## src/rtl/systolic_pkg.sv

```systemverilog
// Shared definitions for the 4x4 output-stationary systolic array slice:
// per-PE control codes, the sequencer state encoding and the default
// input-register latency of the array.
package systolic_pkg;

    localparam int ALIGN_DEFAULT = 1;

    localparam logic [1:0] CTL_HOLD    = 2'b00;
    localparam logic [1:0] CTL_COMPUTE = 2'b01;
    localparam logic [1:0] CTL_SHIFT   = 2'b10;
    localparam logic [1:0] CTL_CLEAR   = 2'b11;

    typedef enum logic [2:0] {
        ST_IDLE,
        ST_FEED,
        ST_FLUSH,
        ST_DRAIN,
        ST_CLEAR
    } state_t;

endpackage

```

## src/rtl/skew_line.sv

```systemverilog
// Fixed-depth delay line for one operand lane.
// Ports:
//   clk, rst   clock, asynchronous active-low reset
//   din        lane value entering the line
//   dout       din delayed by `depth` cycles (depth 0 is a plain wire)
module skew_line #(
    parameter int width = 8,
    parameter int depth = 1
) (
    input  logic             clk,
    input  logic             rst,
    input  logic [width-1:0] din,
    output logic [width-1:0] dout
);

    // At least one stage is declared so depth 0 stays legal; that stage is
    // simply never observed and optimises away.
    localparam int STAGES = (depth > 0) ? depth : 1;

    logic [width-1:0] stage [STAGES];

    // NOTE: the stage array is reset element by element; the array reads
    // these lines right after reset, so they must hold zeros, not X.
    always_ff @(posedge clk or negedge rst) begin
        if (!rst) begin
            for (int i = 0; i < STAGES; i++) stage[i] <= '0;
        end else begin
            stage[0] <= din;
            for (int i = 1; i < STAGES; i++) stage[i] <= stage[i-1];
        end
    end

    assign dout = (depth == 0) ? din : stage[STAGES-1];

endmodule

```

## src/rtl/array_sequencer.sv

```systemverilog
// Transmit-side driver for the output-stationary systolic array.
// Accepts operand beats, skews them into the diagonal wavefront, generates
// the per-PE control words and drains the result rows as a stream.
// Ports:
//   clk, rst          clock, asynchronous active-low reset
//   start, k_len      tile request and beat count (sampled in IDLE only)
//   busy, done        not-IDLE flag, one-cycle completion pulse
//   s_valid/s_ready   operand beat handshake; s_w weights, s_in inputs
//   ws, ins, ctls     skewed operands and column-major 2-bit PE controls
//   outs              top-row result register of the array
//   r_valid/r_ready   result row handshake; r_data = outs, r_last final row
module array_sequencer
    import systolic_pkg::*;
#(
    parameter int width   = 8,
    parameter int decimal = 4,
    parameter int rows    = 4,
    parameter int cols    = 4,
    parameter int kmax    = 16,
    parameter int ALIGN   = ALIGN_DEFAULT,
    localparam int KW     = $clog2(kmax + 1)
) (
    input  logic                     clk,
    input  logic                     rst,
    input  logic                     start,
    input  logic [KW-1:0]            k_len,
    output logic                     busy,
    output logic                     done,
    input  logic                     s_valid,
    output logic                     s_ready,
    input  logic [rows*width-1:0]    s_w,
    input  logic [cols*width-1:0]    s_in,
    output logic [rows*width-1:0]    ws,
    output logic [cols*width-1:0]    ins,
    output logic [rows*cols*2-1:0]   ctls,
    input  logic [cols*width-1:0]    outs,
    output logic                     r_valid,
    input  logic                     r_ready,
    output logic [cols*width-1:0]    r_data,
    output logic                     r_last
);

    // The fixed-point position only matters to the array; reject nonsense.
    if (decimal >= width || kmax < 1) begin : g_bad_params
        $error("array_sequencer: decimal must be below width and kmax >= 1");
    end

    // Last PE computes DEPTH cycles after its beat was accepted.
    localparam int DEPTH = ALIGN + rows + cols - 1;
    localparam int RW    = $clog2(rows + 1);
    localparam int CW    = (KW > RW) ? KW : RW;

    state_t            state, state_nxt;
    logic [KW-1:0]     k_q;
    logic [CW-1:0]     cnt;          // beats in FEED, handshakes in DRAIN
    logic [DEPTH-1:0]  act_pipe;     // bit i = FEED activity i+1 cycles ago
    logic [rows*width-1:0] w_reg;
    logic [cols*width-1:0] in_reg;
    logic              done_q;
    logic              accept;
    logic              handshake;

    assign busy      = (state != ST_IDLE);
    assign done      = done_q;
    assign s_ready   = (state == ST_FEED);
    assign accept    = s_ready && s_valid;
    assign r_valid   = (state == ST_DRAIN) && (cnt < CW'(rows));
    assign r_last    = (state == ST_DRAIN) && (cnt == CW'(rows - 1));
    assign handshake = r_valid && r_ready;
    assign r_data    = outs;

    // NOTE: combinational blocks assign every output a default first, so no
    // path can leave a value unassigned and infer a latch.
    always_comb begin
        state_nxt = state;
        case (state)
            ST_IDLE:  if (start && k_len != '0) state_nxt = ST_FEED;
            ST_FEED:  if (accept && cnt == CW'(k_q) - CW'(1)) state_nxt = ST_FLUSH;
            // Nothing enters the pipe now, so once only the top bit is left
            // the last PE is computing this cycle.
            ST_FLUSH: if (act_pipe[DEPTH-2:0] == '0) state_nxt = ST_DRAIN;
            ST_DRAIN: if (handshake && cnt == CW'(rows - 1)) state_nxt = ST_CLEAR;
            ST_CLEAR: state_nxt = ST_IDLE;
            default:  state_nxt = ST_IDLE;
        endcase
    end

    // PE(r,c) computes when its operands arrive: 1+ALIGN+r+c after the beat.
    always_comb begin
        ctls = '0;
        for (int r = 0; r < rows; r++) begin
            for (int c = 0; c < cols; c++) begin
                ctls[2*(c*rows+r) +: 2] = act_pipe[ALIGN+r+c] ? CTL_COMPUTE : CTL_HOLD;
            end
        end
        if (state == ST_CLEAR) begin
            ctls = {rows*cols{CTL_CLEAR}};
        end else if (handshake) begin
            ctls = {rows*cols{CTL_SHIFT}};
        end
    end

    // NOTE: all state here uses non-blocking assignments so every register
    // samples pre-edge values regardless of statement order.
    always_ff @(posedge clk or negedge rst) begin
        if (!rst) begin
            state    <= ST_IDLE;
            k_q      <= '0;
            cnt      <= '0;
            act_pipe <= '0;
            w_reg    <= '0;
            in_reg   <= '0;
            done_q   <= 1'b0;
        end else begin
            state    <= state_nxt;
            done_q   <= (state == ST_CLEAR) ||
                        (state == ST_IDLE && start && k_len == '0);
            act_pipe <= {act_pipe[DEPTH-2:0], state == ST_FEED};
            // Idle FEED cycles and all other states push zero bubbles.
            w_reg    <= accept ? s_w  : '0;
            in_reg   <= accept ? s_in : '0;
            case (state)
                ST_IDLE: if (start) begin
                    k_q <= k_len;
                    cnt <= '0;
                end
                ST_FEED:  if (accept)    cnt <= (state_nxt == ST_FLUSH) ? '0 : cnt + CW'(1);
                ST_DRAIN: if (handshake) cnt <= (state_nxt == ST_CLEAR) ? '0 : cnt + CW'(1);
                default: ;
            endcase
        end
    end

    for (genvar r = 0; r < rows; r++) begin : g_w_skew
        skew_line #(.width(width), .depth(r)) u_skew (
            .clk  (clk),
            .rst  (rst),
            .din  (w_reg[r*width +: width]),
            .dout (ws[r*width +: width])
        );
    end

    for (genvar c = 0; c < cols; c++) begin : g_in_skew
        skew_line #(.width(width), .depth(c)) u_skew (
            .clk  (clk),
            .rst  (rst),
            .din  (in_reg[c*width +: width]),
            .dout (ins[c*width +: width])
        );
    end

endmodule

```

## config.mk

```make
export PLATFORM = sky130hd
export DESIGN_NAME = array_sequencer
export DESIGN_NICKNAME = d
export VERILOG_FILES = /design/src/rtl/systolic_pkg.sv /design/src/rtl/skew_line.sv /design/src/rtl/array_sequencer.sv
export SDC_FILE = /design/constraint.sdc
export NUM_CORES = 1
export LEC_CHECK = 0
export CORE_MARGIN = 1
export CORE_UTILIZATION = 41
export CTS_CLUSTER_DIAMETER = 150
export DETAILED_ROUTE_END_ITERATION = 10
export PLACE_DENSITY_LB_ADDON = 0.3
export SKIP_LAST_GASP = 1
export SLEW_MARGIN = 10
export SYNTH_ARGS = -nofsm -noshare
export SYNTH_HDL_FRONTEND = slang
export SYNTH_SLANG_ARGS = --single-unit
export TNS_END_PERCENT = 50
```

## constraint.sdc

```tcl
create_clock -name clk -period 2.9 [get_ports clk]
set_input_delay 0.435 -clock clk [delete_from_list [all_inputs] [get_ports clk]]
set_output_delay 0.435 -clock clk [all_outputs]
set_load 0.005 [all_outputs]
```

# Word level (Yosys, flattened, before mapping)
# Index checks and enable logic that the tools add are counted.
op_classes:
  addsub: 2
  n_lt_le_gt_ge: 1
  n_eq_ne: 11
  muxes: 22
  reduce_logical: 18
op_table:
  columns: ["op", "n"]
  rows:
  - ["two-way mux 32 bit", 4]
  - ["two-way mux 5 bit", 5]
  - ["one-hot mux 5 bit (3 select lines)", 1]
  - ["two-way mux 3 bit", 4]
  - ["one-hot mux 3 bit (4 select lines)", 1]
  - ["equality test 3 x 2 -> 1 bit, second input constant", 3]
  - ["logical AND 1 bit", 9]
  - ["logical NOT 7 bit", 1]
  - ["two-way mux 1 bit", 7]
  - ["equality test 3 bit, second input constant", 2]
  - ["nonzero test 3 bit", 2]
  - ["adder 5 x 1 -> 5 bit, second input constant", 1]
  - ["equality test 5 x 2 -> 1 bit, second input constant", 1]
  - ["equality test 5 bit", 1]
  - ["logical NOT 5 bit", 1]
  - ["< comparator 5 x 3 -> 1 bit, second input constant", 1]
  - ["nonzero test 5 bit", 1]
  - ["subtractor 5 x 1 -> 5 bit, second input constant", 1]
  - ["inequality test 2 bit, second input constant", 2]
  - ["AND reduction 4 bit", 1]
  - ["equality test 3 x 1 -> 1 bit, second input constant", 1]
  - ["logical NOT 3 bit", 1]
  - ["inequality test 2 x 1 -> 1 bit, second input constant", 1]
  - ["AND reduction 2 bit", 1]
  - ["logical OR 1 bit", 1]
totals:
  reg_bits: 182
  in_bits: 106
  output_inout_bits: 133
  elab_cells: 73

# Longest topological paths before layout
# Gate-level depths: netlist of run 1.
logic_depth:
  word_depth: 10
  mapped_depth: 7

# By module
# Synthesis of run 1 repeated with hierarchy kept, for this count alone.
unflattened:
  cells_unflattened: 450
  area_unflattened_um2: 6397.4
by_module_without_submodules:
  columns: ["mod", "n_inst", "cells_per_inst", "area_per_inst_um2", "seq_area_each_um2"]
  rows:
  - ["array_sequencer", 1, 306, 3634.7, 2152.1]
  - ["skew_line at g_in_skew[3].u_skew ...", 2, 32, 660.6, 600.6]
  - ["skew_line at g_in_skew[2].u_skew ...", 2, 24, 460.4, 400.4]
  - ["skew_line at g_in_skew[1].u_skew ...", 2, 8, 200.2, 200.2]
  - ["skew_line at g_in_skew[0].u_skew ...", 2, 8, 60.1, 0.0]

# Least setup slack after synthesis of run 1
# OpenSTA, ideal clock, no wires.
synth_path:
  path_kind: "reg-to-output"
  start: "register cnt[2]"
  end: "output ctls[11]"
  t_arrival_ps: 1567
  required_ps: 2465
  setup_slack_ps: 898
  path_stages_with_launch: 6
  path_cell_list: "dfrtp_1 > clkbuf_1 > nor4b_4 > nand2_1 > nand2_1 > buf_4"
synth_between:
  elab_chain_cells: 5
synth_lines:
  columns: ["element", "line", "rtl"]
  rows:
  - ["start, declared", "array_sequencer.sv:55", "logic [CW-1:0] cnt;"]
  - ["start signal, assigned", "array_sequencer.sv:127", "ST_FEED: if (accept) cnt <= (state_nxt == ST_FLUSH) ? '0 : cnt + CW'(1);"]
  - ["start signal, assigned", "array_sequencer.sv:128", "ST_DRAIN: if (handshake) cnt <= (state_nxt == ST_CLEAR) ? '0 : cnt + CW'(1);"]
  - ["< comparator 5 x 3 -> 1 bit", "array_sequencer.sv:67", "assign r_valid = (state == ST_DRAIN) && (cnt < CW'(rows));"]
  - ["logical AND 1 bit", "array_sequencer.sv:67", null]
  - ["logical AND 1 bit", "array_sequencer.sv:69", "assign handshake = r_valid && r_ready;"]
  - ["two-way mux 32 bit", "array_sequencer.sv:98", "end else if (handshake) begin"]
  - ["two-way mux 32 bit", "array_sequencer.sv:96", "if (state == ST_CLEAR) begin"]
  - ["end, declared", "array_sequencer.sv:35", "output logic [rows*cols*2-1:0] ctls,"]
# Every way passes these cells.

# Final worst setup path of run 1
layout_path:
  start: "register cnt[4]"
  end: "output ctls[24]"
# Same word-level chain as after synthesis.

==> results.json, run 1 <==
{
  "cp-startpoint": "cnt[4]$_DFFE_PN0P_",
  "maxSlewViolCount": 0,
  "hp-class": "input pin to asynchronous set/reset pin",
  "drive_above_1_share": 0.09173,
  "synth.yosys.seq_area_share": 0.7227,
  "async_flop_share": 1.000,
  "synth_edf_count": 0,
  "finClkSkew_ns": 0.009602,
  "first_iter_violations": 157,
  "synth_fp_nets": 553,
  "cts_buffers": 17,
  "regToRegSetupSlack_ns": 0.73,
  "cts_root_buf": "clkbuf_16",
  "htreeDepth": 4,
  "core_area_sq_um": 14750,
  "vias": 3277,
  "p_total_mw": 7.220,
  "timing.final.crit_period_ns": 2.683,
  "clkLatencyLatePin_ns": 0.42,
  "worstSetupPathType": "flop to output pin",
  "timing.final.crit_share": 0.9252,
  "setup_ws_ns": 0.2168,
  "row_count": 44,
  "setup_viol": 0,
  "synthToLayoutAreaGrowth_pct": 30.59,
  "tns_ns": 0,
  "ant_nets": 0,
  "arrival_ns": 2.25,
  "synthFlopType": "dfrtp_1",
  "netlist_area_sq_um": 6302,
  "syn_inst": 445,
  "start_util": 0.4272,
  "grt_pass1_vias": 3341,
  "die_w_um": 126.0,
  "wl_per_cell_um": 14.08,
  "required_ns": 2.47,
  "final_common_cell": "dfrtp_1",
  "antennaDiodeCount": 0,
  "routed_via_density": 4.428,
  "max_slew_margin": 0.4664,
  "synth_area_leader_cell": "dfrtp_1",
  "max_freq_ghz": 0.3727,
  "wl_mm": 10.42,
  "syn_avg_cell_area_sq_um": 14.16,
  "rsz0062_at_grt": "no",
  "grt_remaining_overflow": 0,
  "die_h_um": 126.0,
  "hpwlAfterDp_mm": 7.119,
  "cpPeakStageDelay_ns": 0.48,
  "layout_common_cells": "dfrtp_1, clkdlybuf4s50_1, and2_1, nand2_1, clkbuf_16",
  "path_max_fanout": 8,
  "cp_common_cell": "nand2_1",
  "startpoint_type": "flop",
  "reg2reg_from": "state[1]$_DFF_PN0_",
  "p_leak_nw": 3.845,
  "drc_errors": 0,
  "io_pins": 239,
  "synth_top_area_frac": 0.7227,
  "crit_slowest_cell": "dfrtp_1",
  "cts_num_sinks": 182,
  "cts_tree": "built",
  "ys_types": 41,
  "antenna_found_initial": 0,
  "grt_use_total": 0.1408,
  "dp_slack_ns": 0.2514,
  "grt_max_degree": 104,
  "maxCapViolations": 0,
  "final_hold_viol_count": 0,
  "gp_congestion": 0.7654,
  "path_cells": "nor4b_4 -> nand2_1 -> buf_4 -> nand2_1 -> nand2_1 -> clkdlybuf4s50_1",
  "fillers": 1185,
  "grt_pass1_wl_mm": 16.76,
  "port-buffer-count": 174,
  "nNetsFinal": 651,
  "peakVddDrop_mv": 0.4456,
  "design.die.area_sq_um": 15870,
  "synth.area.top_cells": "dfrtp_1, buf_4, and2_1",
  "cts.reportedPaths.clkPinSlew_ns": 0.07,
  "drt-pass1-iter-count": 5,
  "power.density_nw_per_um2": 877.2,
  "cts_max_path_buffers": 2,
  "status": "finished, final reports clean",
  "critPathCaptureType": "output pin",
  "ys_ff_latch": 182,
  "ys_warn_count": 0,
  "postCtsSetupRepairBufs": 0,
  "worst_pin_slew_ns": 0.8003
}
[routing by layer]
layer	wire length (um)	share of wire	global-route usage
met5	0	0	0
met3	1286	0.12	0.07307
met1	3942	0.38	0.1528
met4	248	0.024	0.07725
met2	4939	0.47	0.2229
[final timing paths]
check | endpoint | depth (start not counted)
min in group clk | g_w_skew[3].u_skew.stage[18]$_DFF_PN0_ | 0
max in group asynchronous | g_w_skew[2].u_skew.dout[1]$_DFF_PN0_ | 2
hold reg to reg | g_w_skew[3].u_skew.stage[18]$_DFF_PN0_ | 0
setup / recovery | ctls[24] | 6
setup reg to reg | cnt[1]$_DFFE_PN0P_ | 5
hold / removal | in_reg[11]$_DFF_PN0_ | 1
[final cells by class]
cell class | count | area (sq um) | area share
clock buffer | 17 | 425.4 | 0.05169
clock inverter | 15 | 186.4 | 0.02265
inverter | 5 | 18.77 | 0.002280
multi-input combinational | 158 | 1007 | 0.1224
sequential | 182 | 4554 | 0.5534
tap | 184 | 230.2 | 0.02797
timing repair buffer | 179 | 1808 | 0.2197
[critical path: cells and delay by family, from the launching register on]
kind / cells / cell delay (ns)
and+or+nand+nor: 4 / 0.69
buffers and inverters: 2 / 0.66
DFF: 1 / 0.48
[timing repair]
item,CTS,global route
setup endpoints to repair,0,16
gates resized for setup,0,1
hold buffers,0,0
[kinds of logic (layout without fill, tap and decap cells)]
kind of cell               after synthesis  after routing  share of synthesized area
xor gates and xnor gates                 5              5                   0.006950
adders and majority gates                2              2                   0.003970
DFF                                    182            182                     0.7227
AOI/OAI and AO/OA                       23             23                    0.02402
buffers and inverters                  105            216                     0.1179
and+or+nand+nor                        126            126                     0.1209
muxes                                    2              2                   0.003573
[where the power goes]
group          total, mW  internal, mW  switching [mW]
clock network       2.32          1.31            1.01
registers           3.34          3.06           0.283
logic               1.56         0.929           0.630
total               7.22          5.30            1.92
[synthesized netlist by cell type, types with 3 or more instances]
cell,count
and2_1,67
buf_4,88
clkbuf_1,7
dfrtp_1,182
inv_1,5
nand2_1,27
nand2b_1,3
nand3_1,3
nor2_1,4
nor3_1,5
nor3b_1,3
o21ai_0,7
o21ai_1,3
xor2_1,3
[through the flow]
step / std cells / util / hold WS (ns) / cell area (sq um)
2_1_floorplan: 445 / - / 0.1394 / 6302
3_3_place_gp: 708 / 0.5162 / 0.3310 / 7616
3_5_place_dp: 708 / 0.5162 / 0.3347 / 7616
4_1_cts: 740 / 0.5577 / 0.1103 / 8228
5_1_grt: 740 / 0.5578 / 0.1478 / 8230
6_report: 740 / 0.5578 / 0.06416 / 8230
Note: power is estimated with default switching activity, not from simulation.
==> run 2: changes to the inputs <==
--- a/config.mk
+++ b/config.mk
@@ -7,6 +7,7 @@
 export LEC_CHECK = 0
 export CORE_MARGIN = 1
 export CORE_UTILIZATION = 41
+export CTS_BUF_LIST = sky130_fd_sc_hd__clkbuf_2
 export CTS_CLUSTER_DIAMETER = 150
 export DETAILED_ROUTE_END_ITERATION = 10
 export PLACE_DENSITY_LB_ADDON = 0.3
==> run 2 against run 1 <==
Against the previous run:
- clock power down 42%
- die area unchanged
- routed wire length grew 0.53%
- critical endpoint is now ctls[29]
- largest cell class unchanged
- largest power group unchanged
==> results.json, run 2 (synthesis gave the netlist of run 1 again) <==
{
  "status": "finished, final reports clean",
  "antennaDiodeCount": 0,
  "antenna_found_initial": 0,
  "path_cells": "nor4b_4 -> nand2_2 -> buf_4 -> nand2_2 -> clkdlybuf4s50_1",
  "gp_congestion": 0.7654,
  "maxSlewViolCount": 0,
  "arrival_ns": 2.39,
  "cts.reportedPaths.clkPinSlew_ns": 0.26,
  "hpwlAfterDp_mm": 7.119,
  "htreeDepth": 4,
  "cpPeakStageDelay_ns": 0.52,
  "postLayoutCoreUtil": 0.5434,
  "io_pins": 239,
  "cts_tree": "built",
  "grt_use_total": 0.1406,
  "max_freq_ghz": 0.3545,
  "critical_path.top_delay_family": "buffers and inverters",
  "wl_mm": 10.47,
  "die_h_um": 126.0,
  "grt_max_degree": 104,
  "multiInputGateArea_sq_um": 1023,
  "cp_common_cell": "nand2_2",
  "layout_common_cells": "dfrtp_1, clkdlybuf4s50_1, and2_1, nand2_1, clkbuf_2",
  "maxCapViolations": 0,
  "finClkSkew_ns": 0.03056,
  "worst_pin_slew_ns": 0.7858,
  "grt_pass1_wl_mm": 16.70,
  "nNetsFinal": 661,
  "drt-pass1-iter-count": 7,
  "path_max_fanout": 8,
  "max_slew_margin": 0.4761,
  "timing.final.crit_period_ns": 2.821,
  "worstSetupPathType": "flop to output pin",
  "critPathCaptureType": "output pin",
  "setup_ws_ns": 0.07941,
  "cts_root_buf": "clkbuf_2",
  "setup_viol": 0,
  "first_iter_violations": 129,
  "dp_cells": 708,
  "vias": 3336,
  "crit_slowest_cell": "clkdlybuf4s50_1",
  "dp_slack_ns": 0.2514,
  "grt_remaining_overflow": 0,
  "cts_max_path_buffers": 2,
  "place_area_sq_um": 7616,
  "startpoint_type": "flop",
  "timing.final.crit_share": 0.9726,
  "cp_num_buf_inv": 2,
  "cts_num_sinks": 182,
  "design.die.area_sq_um": 15870,
  "grt_pass1_vias": 3350,
  "peakVddDrop_mv": 0.4125,
  "ant_nets": 0,
  "drive_above_1_share": 0.1201,
  "final_common_cell": "dfrtp_1",
  "finalInstanceArea_sq_um": 8018,
  "routed_via_density": 4.448,
  "fillers": 1226,
  "clkLatencyLatePin_ns": 0.72,
  "die_w_um": 126.0,
  "p_total_mw": 6.268,
  "stdcell_count": 750,
  "final_hold_viol_count": 0,
  "regArea_sq_um": 4562,
  "required_ns": 2.47,
  "port-buffer-count": 174,
  "wl_per_cell_um": 13.96,
  "power.density_nw_per_um2": 781.8,
  "hp-class": "input pin to flop",
  "core_area_sq_um": 14750,
  "cts_buffers": 17,
  "row_count": 44,
  "rsz0062_at_grt": "yes",
  "drc_errors": 0,
  "start_util": 0.4272,
  "p_leak_nw": 3.897,
  "synthToLayoutAreaGrowth_pct": 27.22
}
-- run 2: where the power goes --
part | leakage, nW | internal [mW] | switching (mW)
registers | 2.42 | 3.06 | 0.232
clock network | 0.165 | 0.440 | 0.897
logic | 1.32 | 0.947 | 0.690
-- run 2: area by class of cell --
class                      count  share of cell area
clock inverter                15             0.02325
multi-input combinational    159              0.1277
tap                          184             0.02871
inverter                       5            0.002341
sequential                   182              0.5690
clock buffer                  17             0.01061
timing repair buffer         188              0.2385
-- run 2: path summary, 6_finish.rpt --
kind / startpoint / end / slack [ns] / cells after the start
worst max-delay path: cnt[2]$_DFFE_PN0P_ / ctls[29] / 0.08 / 5
worst min-delay path: s_in[11] / in_reg[11]$_DFF_PN0_ / 0.22 / 2
worst max register to register: state[1]$_DFF_PN0_ / cnt[1]$_DFFE_PN0P_ / 0.66 / 6
worst min register to register: g_in_skew[3].u_skew.stage[17]$_DFF_PN0_ / g_in_skew[3].u_skew.stage[9]$_DFF_PN0_ / 0.38 / 0
max in group asynchronous: rst / state[0]$_DFF_PN0_ / 1.78 / 3
min in group asynchronous: rst / in_reg[11]$_DFF_PN0_ / 0.29 / 2
-- run 2: what timing repair did --
action,in CTS,in global routing
pin swaps,2,0
hold endpoints to repair,101,0
gates resized for setup,8,17
hold buffers,1,0
buffers inserted,7,1
gates cloned,0,1
setup endpoints to repair,32,34
-- run 2: layer usage --
metal | up-vias | track usage | share of wire
li1 | 1537 | - | -
met1 | 1604 | 0.1496 | 0.38
met2 | 158 | 0.2236 | 0.47
met3 | 37 | 0.07859 | 0.12
met4 | 0 | 0.07300 | 0.025
met5 | - | 0 | 0
-- run 2: per-stage QoR --
step	TNS, ns	hold slack [ns]
floorplan	0	0.1394
global placement	0	0.3310
detailed placement	0	0.3347
CTS	-0.4919	0.1267
global route	-1.971	0.09130
finish	0	0.2232
==> run 3: changes to the inputs <==
--- a/config.mk
+++ b/config.mk
@@ -10,6 +10,7 @@
 export CTS_BUF_LIST = sky130_fd_sc_hd__clkbuf_2
 export CTS_CLUSTER_DIAMETER = 150
 export DETAILED_ROUTE_END_ITERATION = 10
+export MAX_ROUTING_LAYER = met4
 export PLACE_DENSITY_LB_ADDON = 0.3
 export SKIP_LAST_GASP = 1
 export SLEW_MARGIN = 10
==> run 3 against run 2 <==
Against the previous run:
- critical path depth unchanged
- power about the same
- via count decreased by 0.33%
- non-clock buffer count unchanged
- sequential power about the same
- critical path type unchanged
- critical endpoint unchanged
==> results.json, run 3 (synthesis gave the netlist of run 1 again) <==
{
  "hpwlAfterDp_mm": 7.119,
  "routed_via_density": 4.433,
  "vias": 3325,
  "wl_mm": 10.49,
  "critPathCaptureType": "output pin",
  "finClkSkew_ns": 0.03024,
  "grt_max_degree": 104,
  "power.density_nw_per_um2": 781.2,
  "maxCapViolations": 0,
  "port-buffer-count": 174,
  "die_w_um": 126.0,
  "max_slew_margin": 0.4721,
  "die_h_um": 126.0,
  "drive_above_1_share": 0.1201,
  "design.die.area_sq_um": 15870,
  "maxSlewViolCount": 0,
  "worst_pin_slew_ns": 0.7919,
  "start_util": 0.4272,
  "nNetsFinal": 661,
  "timing.final.crit_share": 0.9669,
  "gp_congestion": 0.7755,
  "antennaDiodeCount": 0,
  "core_area_sq_um": 14750,
  "cts_buffers": 17,
  "wl_per_cell_um": 13.99,
  "dp_cells": 708,
  "max_freq_ghz": 0.3566,
  "postLayoutCoreUtil": 0.5434,
  "grt_pass1_wl_mm": 16.67,
  "fillers": 1226,
  "synthToLayoutAreaGrowth_pct": 27.22,
  "worstSetupPathType": "flop to output pin",
  "grt_pass1_vias": 3367,
  "status": "finished, final reports clean",
  "cts_num_sinks": 182,
  "setup_viol": 0,
  "row_count": 44,
  "clkLatencyLatePin_ns": 0.70,
  "cts_root_buf": "clkbuf_2",
  "p_leak_nw": 3.897,
  "peakVddDrop_mv": 0.4133,
  "antenna_found_initial": 0,
  "ant_nets": 0,
  "grt_remaining_overflow": 0,
  "startpoint_type": "flop",
  "p_total_mw": 6.263,
  "required_ns": 2.47,
  "cts.reportedPaths.clkPinSlew_ns": 0.26,
  "cts_max_path_buffers": 2,
  "hp-class": "input pin to flop",
  "htreeDepth": 4,
  "layout_common_cells": "dfrtp_1, clkdlybuf4s50_1, and2_1, nand2_1, clkbuf_2",
  "final_common_cell": "dfrtp_1",
  "arrival_ns": 2.37,
  "timing.final.crit_period_ns": 2.804,
  "final_hold_viol_count": 0,
  "first_iter_violations": 166,
  "cts_tree": "built",
  "stdcell_count": 750,
  "grt_use_total": 0.1454,
  "path_max_fanout": 8,
  "io_pins": 239,
  "rsz0062_at_grt": "yes",
  "drt-pass1-iter-count": 4,
  "drc_errors": 0
}
run 3: area by class of cell:
cell class,count,area (sq um),share of cell area
Sequential cell,182,4562,0.5690
Multi-Input combinational cell,159,1023,0.1277
Timing Repair Buffer,188,1912,0.2385
Tap cell,184,230.2,0.02871
Clock buffer,17,85.08,0.01061
Clock inverter,15,186.4,0.02325
Inverter,5,18.77,0.002341
run 3: worst paths after layout:
path	from	to	slack [ns]	cells past startpoint
max in group asynchronous	rst	state[0]$_DFF_PN0_	1.75	3
min in group asynchronous	rst	in_reg[11]$_DFF_PN0_	0.31	2
min reg2reg	g_in_skew[3].u_skew.stage[17]$_DFF_PN0_	g_in_skew[3].u_skew.stage[9]$_DFF_PN0_	0.38	0
max	cnt[2]$_DFFE_PN0P_	ctls[29]	0.1	5
max reg2reg	state[1]$_DFF_PN0_	cnt[1]$_DFFE_PN0P_	0.66	6
min	s_in[11]	in_reg[11]$_DFF_PN0_	0.24	2
run 3: what timing repair did:
item	CTS	global route
setup endpoints to repair	32	34
buffers inserted	7	1
hold buffers	1	0
gates resized for setup	8	17
cloned	0	1
hold endpoints to repair	101	0
pin swaps	2	0
run 3: critical path, stage by stage, from the launching register on:
cell,delay (ns)
dfrtp_2,0.48
nor4b_4,0.31
nand2_2,0.09
buf_4,0.15
nand2_2,0.12
clkdlybuf4s50_1,0.52
run 3: per-stage QoR:
step | setup WS, ns | setup TNS (ns) | hold slack (ns) | instance area [sq um]
after floorplan | 0.8981 | 0 | 0.1394 | 6302
after global placement | 0.2868 | 0 | 0.3310 | 7616
after detailed placement | 0.2514 | 0 | 0.3347 | 7616
after CTS | -0.04488 | -0.4919 | 0.1267 | 7959
after global routing | -0.1421 | -2.115 | 0.08953 | 8018
final | 0.09586 | 0 | 0.2431 | 8018
run 3: power breakdown:
| part | internal (mW) | total, mW | switching [mW] | leakage [nW] |
|---|---|---|---|---|
| clock network | 0.440 | 1.33 | 0.893 | 0.165 |
| registers | 3.06 | 3.29 | 0.233 | 2.42 |
| logic | 0.947 | 1.64 | 0.690 | 1.32 |
| total | 4.45 | 6.26 | 1.82 | 3.90 |
run 3: routing by layer:
layer,global-route usage,vias up,share of wire
met5,-,-,0
li1,-,1537,-
met2,0.2233,156,0.47
met4,0.07087,0,0.022
met3,0.06627,36,0.10
met1,0.1603,1596,0.40
